## config.mk

```make
export PLATFORM = sky130hd
export DESIGN_NAME = wb_arbiter2
export DESIGN_NICKNAME = d
export VERILOG_FILES = /design/src/rtl/wb_arbiter2_pkg.sv /design/src/rtl/wb_arbiter2_timeout.sv /design/src/rtl/wb_arbiter2.sv
export SDC_FILE = /design/constraint.sdc
export NUM_CORES = 1
export LEC_CHECK = 0
export ABC_CLOCK_PERIOD_IN_PS = 1800
export CORE_AREA = 2 2 119 121
export DETAILED_ROUTE_END_ITERATION = 16
export DIE_AREA = 0 0 121 123
export PLACE_DENSITY_LB_ADDON = 0.2
export SYNTH_ARGS = -nofsm -noshare
export SYNTH_HDL_FRONTEND = slang
export SYNTH_SLANG_ARGS = --single-unit
```

## constraint.sdc

```tcl
create_clock -name clk_i -period 1.8 [get_ports clk_i]
set_input_delay 0.27 -clock clk_i [delete_from_list [all_inputs] [get_ports clk_i]]
set_output_delay 0.27 -clock clk_i [all_outputs]
set_load 0.1 [all_outputs]
```

## src/rtl/wb_arbiter2_pkg.sv

```systemverilog
// Shared types and Wishbone widths for the two-master arbiter.
package wb_arbiter2_pkg;

    localparam int unsigned WB_AW = 30;
    localparam int unsigned WB_DW = 32;
    localparam int unsigned WB_SW = 4;

    typedef enum logic [1:0] {
        ST_IDLE  = 2'd0,
        ST_GNT0  = 2'd1,
        ST_GNT1  = 2'd2,
        ST_ABORT = 2'd3
    } state_e;

    // Master-to-slave request payload routed by the grant mux.
    typedef struct packed {
        logic [WB_AW-1:0] adr;
        logic [WB_DW-1:0] dat;
        logic             we;
        logic [WB_SW-1:0] sel;
        logic             stb;
        logic             cyc;
    } wb_req_t;

endpackage

```

## src/rtl/wb_arbiter2_timeout.sv

```systemverilog
// Counts consecutive un-acked strobe cycles; expire flags the cycle that
// reaches the limit so the arbiter can abort on the following edge.
module wb_timeout #(
    parameter int unsigned TIMEOUT = 255,
    parameter int unsigned CW      = 8
) (
    input  logic clk_i,
    input  logic rst_i,
    input  logic clr,
    input  logic inc,
    output logic expire
);

    localparam logic [CW-1:0] LIMIT = CW'(TIMEOUT - 32'd1);

    logic [CW-1:0] cnt_q;
    logic [CW-1:0] cnt_d;

    always_comb begin
        cnt_d = cnt_q;
        if (clr) begin
            cnt_d = '0;
        end else if (inc) begin
            cnt_d = cnt_q + CW'(1);
        end
    end

    always_ff @(posedge clk_i or posedge rst_i) begin
        if (rst_i) begin
            cnt_q <= '0;
        end else begin
            cnt_q <= cnt_d;
        end
    end

    // An ack in the threshold cycle drops inc, so the ack wins over abort.
    assign expire = (TIMEOUT != 0) && inc && (cnt_q == LIMIT);

endmodule

```

## src/rtl/wb_arbiter2.sv

```systemverilog
// Two-master Wishbone arbiter: whole-cycle grants, round-robin on ties,
// and an error pulse when the slave stalls past TIMEOUT strobe cycles.
module wb_arbiter2
    import wb_arbiter2_pkg::*;
#(
    parameter int unsigned TIMEOUT = 255,
    parameter int unsigned CW      = 8
) (
    input  logic             clk_i,
    input  logic             rst_i,

    input  logic [WB_AW-1:0] m0_adr_i,
    input  logic [WB_DW-1:0] m0_dat_i,
    input  logic             m0_we_i,
    input  logic [WB_SW-1:0] m0_sel_i,
    input  logic             m0_stb_i,
    input  logic             m0_cyc_i,
    output logic [WB_DW-1:0] m0_dat_o,
    output logic             m0_ack_o,
    output logic             m0_err_o,

    input  logic [WB_AW-1:0] m1_adr_i,
    input  logic [WB_DW-1:0] m1_dat_i,
    input  logic             m1_we_i,
    input  logic [WB_SW-1:0] m1_sel_i,
    input  logic             m1_stb_i,
    input  logic             m1_cyc_i,
    output logic [WB_DW-1:0] m1_dat_o,
    output logic             m1_ack_o,
    output logic             m1_err_o,

    output logic [WB_AW-1:0] s_adr_o,
    output logic [WB_DW-1:0] s_dat_o,
    output logic             s_we_o,
    output logic [WB_SW-1:0] s_sel_o,
    output logic             s_stb_o,
    output logic             s_cyc_o,
    input  logic [WB_DW-1:0] s_dat_i,
    input  logic             s_ack_i
);

    state_e  state_q, state_d;
    logic    last_q, last_d;
    wb_req_t m0_req, m1_req, s_req;
    logic    tmo_inc, tmo_clr, tmo_expire;

    assign m0_req = '{adr: m0_adr_i, dat: m0_dat_i, we: m0_we_i,
                      sel: m0_sel_i, stb: m0_stb_i, cyc: m0_cyc_i};
    assign m1_req = '{adr: m1_adr_i, dat: m1_dat_i, we: m1_we_i,
                      sel: m1_sel_i, stb: m1_stb_i, cyc: m1_cyc_i};

    // Counter runs only on granted, strobed, un-acked cycles; anything else clears it.
    assign tmo_inc = ((state_q == ST_GNT0 && m0_stb_i) ||
                      (state_q == ST_GNT1 && m1_stb_i)) && !s_ack_i;
    assign tmo_clr = !tmo_inc;

    wb_timeout #(
        .TIMEOUT (TIMEOUT),
        .CW      (CW)
    ) u_timeout (
        .clk_i  (clk_i),
        .rst_i  (rst_i),
        .clr    (tmo_clr),
        .inc    (tmo_inc),
        .expire (tmo_expire)
    );

    always_comb begin
        state_d  = state_q;
        last_d   = last_q;
        s_req    = '0;
        m0_ack_o = 1'b0;
        m1_ack_o = 1'b0;
        m0_err_o = 1'b0;
        m1_err_o = 1'b0;
        unique case (state_q)
            ST_IDLE: begin
                // last_q == 1 means m1 held the bus most recently, so m0 wins a tie.
                if (m0_cyc_i && (!m1_cyc_i || last_q)) begin
                    state_d = ST_GNT0;
                    last_d  = 1'b0;
                end else if (m1_cyc_i) begin
                    state_d = ST_GNT1;
                    last_d  = 1'b1;
                end
            end
            ST_GNT0: begin
                s_req    = m0_req;
                m0_ack_o = s_ack_i;
                if (!m0_cyc_i) begin
                    state_d = ST_IDLE;
                end else if (tmo_expire) begin
                    state_d = ST_ABORT;
                end
            end
            ST_GNT1: begin
                s_req    = m1_req;
                m1_ack_o = s_ack_i;
                if (!m1_cyc_i) begin
                    state_d = ST_IDLE;
                end else if (tmo_expire) begin
                    state_d = ST_ABORT;
                end
            end
            ST_ABORT: begin
                m0_err_o = !last_q;
                m1_err_o = last_q;
                state_d  = ST_IDLE;
            end
            default: state_d = ST_IDLE;
        endcase
    end

    always_ff @(posedge clk_i or posedge rst_i) begin
        if (rst_i) begin
            state_q <= ST_IDLE;
            last_q  <= 1'b1;
        end else begin
            state_q <= state_d;
            last_q  <= last_d;
        end
    end

    assign s_adr_o  = s_req.adr;
    assign s_dat_o  = s_req.dat;
    assign s_we_o   = s_req.we;
    assign s_sel_o  = s_req.sel;
    assign s_stb_o  = s_req.stb;
    assign s_cyc_o  = s_req.cyc;
    assign m0_dat_o = s_dat_i;
    assign m1_dat_o = s_dat_i;

endmodule

```

* Word-level counts from Yosys, hierarchy flattened
Cells that the tools add are included.
Operators by class: add/subtract/negate cells 1, equality and inequality tests 5, reduce and logical (&&, ||, !) cells 13, multiplexer cells 14
Operators by type and width (number):
- $pmux 69 s2 | 1
- $mux 2 | 5
- $add 8x1->8 const B | 1
- $eq 8x8->1 const B | 1
- $mux 8 | 1
- $pmux 2 s4 | 1
- $mux 1 | 6
- $logic_and 1x1->1 | 5
- $eq 2x2->1 const B | 2
- $logic_not 1->1 | 3
- $ne 3x3->1 const B | 1
- $eq 2x1->1 const B | 1
- $logic_not 2->1 | 1
- $logic_or 1x1->1 | 2
- $reduce_and 2->1 | 1
- $reduce_bool 2->1 | 1
Storage, ports and cells: output and inout port bits 137, flip-flop bits (word level) 11

* Logic depth before layout (Yosys ltp)
word-level depth 8, mapped depth 7, depth with buffers taken out 5

* By module
A second synthesis with hierarchy kept.
Second synthesis, totals: cells, all modules 302, area, all modules 2287.2 µm²
By module, submodules not included:
- wb_arbiter2 | area an instance 1868.0 µm², times used 1, sequential area each 76.3 µm², cells each 260
- wb_timeout | area an instance 419.2 µm², times used 1, sequential area each 200.2 µm², cells each 42

* Worst setup path before layout
Ideal clock, no wire load.
path kind reg-to-output, start point reg state_q[0], end point out s_adr_o[12], arrival 2.731 ns, setup slack -1.201 ns, cell stages (with the launch flop) 8, cell sequence dfrtp_1 > inv_1 > ha_1 > buf_2 > buf_2 > buf_1 > a22oi_1 > nor2b_1
On the way: longest elaborated chain between the ends 2, elaborated cells on any way between the ends 3, those cells by class eq/ne: 2; mux: 1
Ends and longest elaborated chain:
- from (decl) | line wb_arbiter2.sv:42 | state_e state_q, state_d;
- from (signal assigned) | line wb_arbiter2.sv:119 | state_q <= state_d;
- $eq 2x2->1 or $eq 2x1->1 (tied branches) | line wb_arbiter2.sv:76 | unique case (state_q)
- $pmux 69 s2 (*) | line wb_arbiter2.sv:76
- to (decl) | line wb_arbiter2.sv:32 | output logic [WB_AW-1:0] s_adr_o,
Mark *: on every way between the ends. The rest lies on a longest branch, timed or not.

* Worst setup path in the final report
start point reg state_q[1], end point out s_cyc_o
On the way: longest elaborated chain between the ends 2, elaborated cells on any way between the ends 3, those cells by class eq/ne: 2; mux: 1
Ends and longest elaborated chain:
- $eq 2x2->1 or $eq 2x1->1 (tied branches) | line wb_arbiter2.sv:76
- $pmux 69 s2 (*) | line wb_arbiter2.sv:76
- to (decl) | line wb_arbiter2.sv:37 | output logic s_cyc_o,
Marked as above.

==> results.json <==
{
  "status": "finished with violations",
  "violations": "setup timing",
  "gp_congestion": 0.747,
  "pin_count": 310,
  "grt_pass1_wl_um": 16300,
  "hold_path_class": "in -> async",
  "synth_fp_nets": 471,
  "max_slew.worst_pin.slew_ps": 431,
  "vdd_ir_drop_max_mv": 0.650,
  "ctsHoldBuffers": 0,
  "vias": 2752,
  "antenna_found_initial": 0,
  "grt_max_degree": 33,
  "fp-row-count": 43,
  "period_share_pct": 112,
  "ys_ff_latch": 11,
  "nNetsFinal": 633,
  "pwr-share-clk_pct": 3.0,
  "synthTopCellsByArea": "a22oi_1 (23%), buf_4 (22%), nor2b_1 (20%)",
  "numCtsBuffers": 3,
  "cts_max_level": 1,
  "cts_tree": "yes",
  "drc": 0,
  "setup_viol": 72,
  "dp.final_hpwl_um": 8280,
  "drive_gt1_share_pct": 50.4,
  "p_leak_nw": 2.21,
  "hold_slack_ps": 336,
  "fmax_mhz": 497,
  "initial_utilization_pct": 16.1,
  "first_pass_iters": 4,
  "die_w_um": 121,
  "cts_buffer_depth": 2,
  "synth_seq_area_share_pct": 12.7,
  "cp-end-kind": "primary output",
  "ys_types": 31,
  "switching_share_pct": 53.3,
  "clkTransAtPathRegs_ps": 40,
  "drv_cap": 0,
  "yosys.area.top_type": "a22oi_1",
  "rsz0062_at_grt": "yes",
  "drtIter0Drc": 74,
  "core_region_area_um2": 13600,
  "power_density_nw_per_um2": 2240,
  "hold_viol": 0,
  "seq_power_share_pct": 2.5,
  "ant_nets": 0,
  "final_util_pct": 44.5,
  "detail_route.vias_per_cell": 4.35,
  "syn_area_um2": 2190,
  "grt_pass1_vias": 2770,
  "critPathMaxFanout": 8,
  "crit_arrival_ps": 1740,
  "antennaDiodeCount": 0,
  "setup_ws_ps": -212,
  "syn-instance-count": 291,
  "switching_power_mw": 7.25,
  "root_buffer": "clkbuf_16",
  "area_delta_synth_final_pct": 177,
  "min_period_ps": 2010,
  "yosysWarnings": 0,
  "slew_headroom_pct": 71.2,
  "avgRoutedWirePerCell_um": 19.2,
  "io_buffers": 213,
  "synth_top_area_share_pct": 23.4,
  "clock_skew_ps": 0.324,
  "tns_ps": -12460,
  "wirelength_um": 12100,
  "worstSetupPathType": "reg -> out",
  "grt_usage_pct": 14.1,
  "cts_sinks": 11,
  "grt_overflow_total": 0,
  "cp.required_ps": 1530,
  "worst_setup_path_start_kind": "flop",
  "slew_violations": 0,
  "die_h_um": 123,
  "p_int_mw": 6.35,
  "power.share.combinational_pct": 94.4,
  "clk_latency_ps": 240,
  "postSynthAreaPerCell_um2": 7.51,
  "dieArea_um2": 14900
}
==> kinds of logic (layout without fill, tap and decap cells) <==
family	count (synthesis)	count (layout)	synth area share (%)
buf+inv	94	255	27.5
flops	11	11	12.7
compound gates	82	82	28.0
fa+ha+maj	7	7	4.01
xor+xnor	3	3	1.20
simple gates	94	94	26.6
==> flip-flops by register name, indices dropped and copies added (netlist names) <==
register and cells:
last_q 1, u_timeout.cnt_q 8, state_q 2
==> metrics by stage <==
stage / instance area, um2 / worst slack (ps) / cells / power, mW
after floorplan: 2760 / -164 / 291 / 8.53
after global placement: 5370 / 24.3 / 608 / 11.3
after detailed placement: 5370 / -16.3 / 608 / 11.4
after CTS: 5800 / -206 / 622 / 12.7
after global routing: 6060 / -280 / 632 / 14.0
final: 6060 / -212 / 632 / 13.6
==> cells in the mapped netlist, drive strengths merged <==
| cell type | n |
|---|---|
| nor2 | 5 |
| and2 | 5 |
| a21oi | 5 |
| nor3 | 1 |
| xnor2 | 1 |
| clkbuf | 12 |
| a221oi | 2 |
| or3 | 3 |
| dfstp | 1 |
| or2 | 1 |
| buf | 76 |
| o21ai | 3 |
| ha | 7 |
| nor2b | 69 |
| dfrtp | 10 |
| a22o | 2 |
| a31oi | 1 |
| a311oi | 1 |
| inv | 6 |
| a22oi | 68 |
| xor2 | 2 |
| nand2b | 1 |
| nand2 | 1 |
| nand4 | 1 |
| nor3b | 1 |
| or4 | 1 |
| nand3 | 5 |
==> placed cells by master (no fill, tap or decap), drive strengths merged, types with 2 or more instances in the layout <==
cell type      instances
nor2                   5
ha                     7
a21oi                  5
inv                    6
a22oi                 68
dfrtp                 10
or3                    3
clkdlybuf4s50        140
a22o                   2
a221oi                 2
and2                   5
clkbuf                10
nand3                  5
o21ai                  3
buf                   99
nor2b                 69
xor2                   2
==> per-layer routing <==
metal	vias to the layer above	routed length (um)	GRT usage, %
li1	1291	-	-
met1	1319	4540	15.0
met2	132	6580	27.9
met3	10	982	3.83
met4	0	32	1.74
met5	-	0	0
==> power by group through the flow <==
stage	Sequential, mW	Clock (mW)	Combinational [mW]
after detailed placement	0.343	0	11.0
final	0.343	0.415	12.8
after CTS	0.341	0.423	11.9
after global placement	0.341	0	11.0
after floorplan	0.336	0	8.19
after global routing	0.352	0.437	13.2
==> repair_timing <==
action / CTS / global route
gates resized for setup: 30 / 17
cloned: 5 / 8
setup buffers: 5 / 3
setup endpoints to repair: 71 / 73
pin swaps: 4 / 0
==> worst max-delay path, stage by stage (launching register included) <==
cell     delay, ps
dfrtp_1        380
buf_4          150
ha_4           210
buf_6          160
a22o_4         270
and2_4         160
buf_12         160
==> final cells by class <==
type	instances	area [um2]
fill	1221	7550
timing repair buffer	245	3420
multi-input combinational	186	2040
sequential	11	278
tap	180	225
clock buffer	4	78.8
inverter	6	22.5
==> path summary, 6_finish.rpt <==
kind,start,slack (ps),to,cells after the start
max,state_q[1],-210,s_cyc_o,6
min reg2reg,u_timeout.cnt_q[0],530,u_timeout.cnt_q[0],1
max reg2reg,state_q[0],-80,state_q[1],5
min in group clk_i,u_timeout.cnt_q[0],530,u_timeout.cnt_q[0],1
min,rst_i,340,u_timeout.cnt_q[5],2
max in group asynchronous,rst_i,1140,last_q,2
Power figures use the tool's default switching activity.
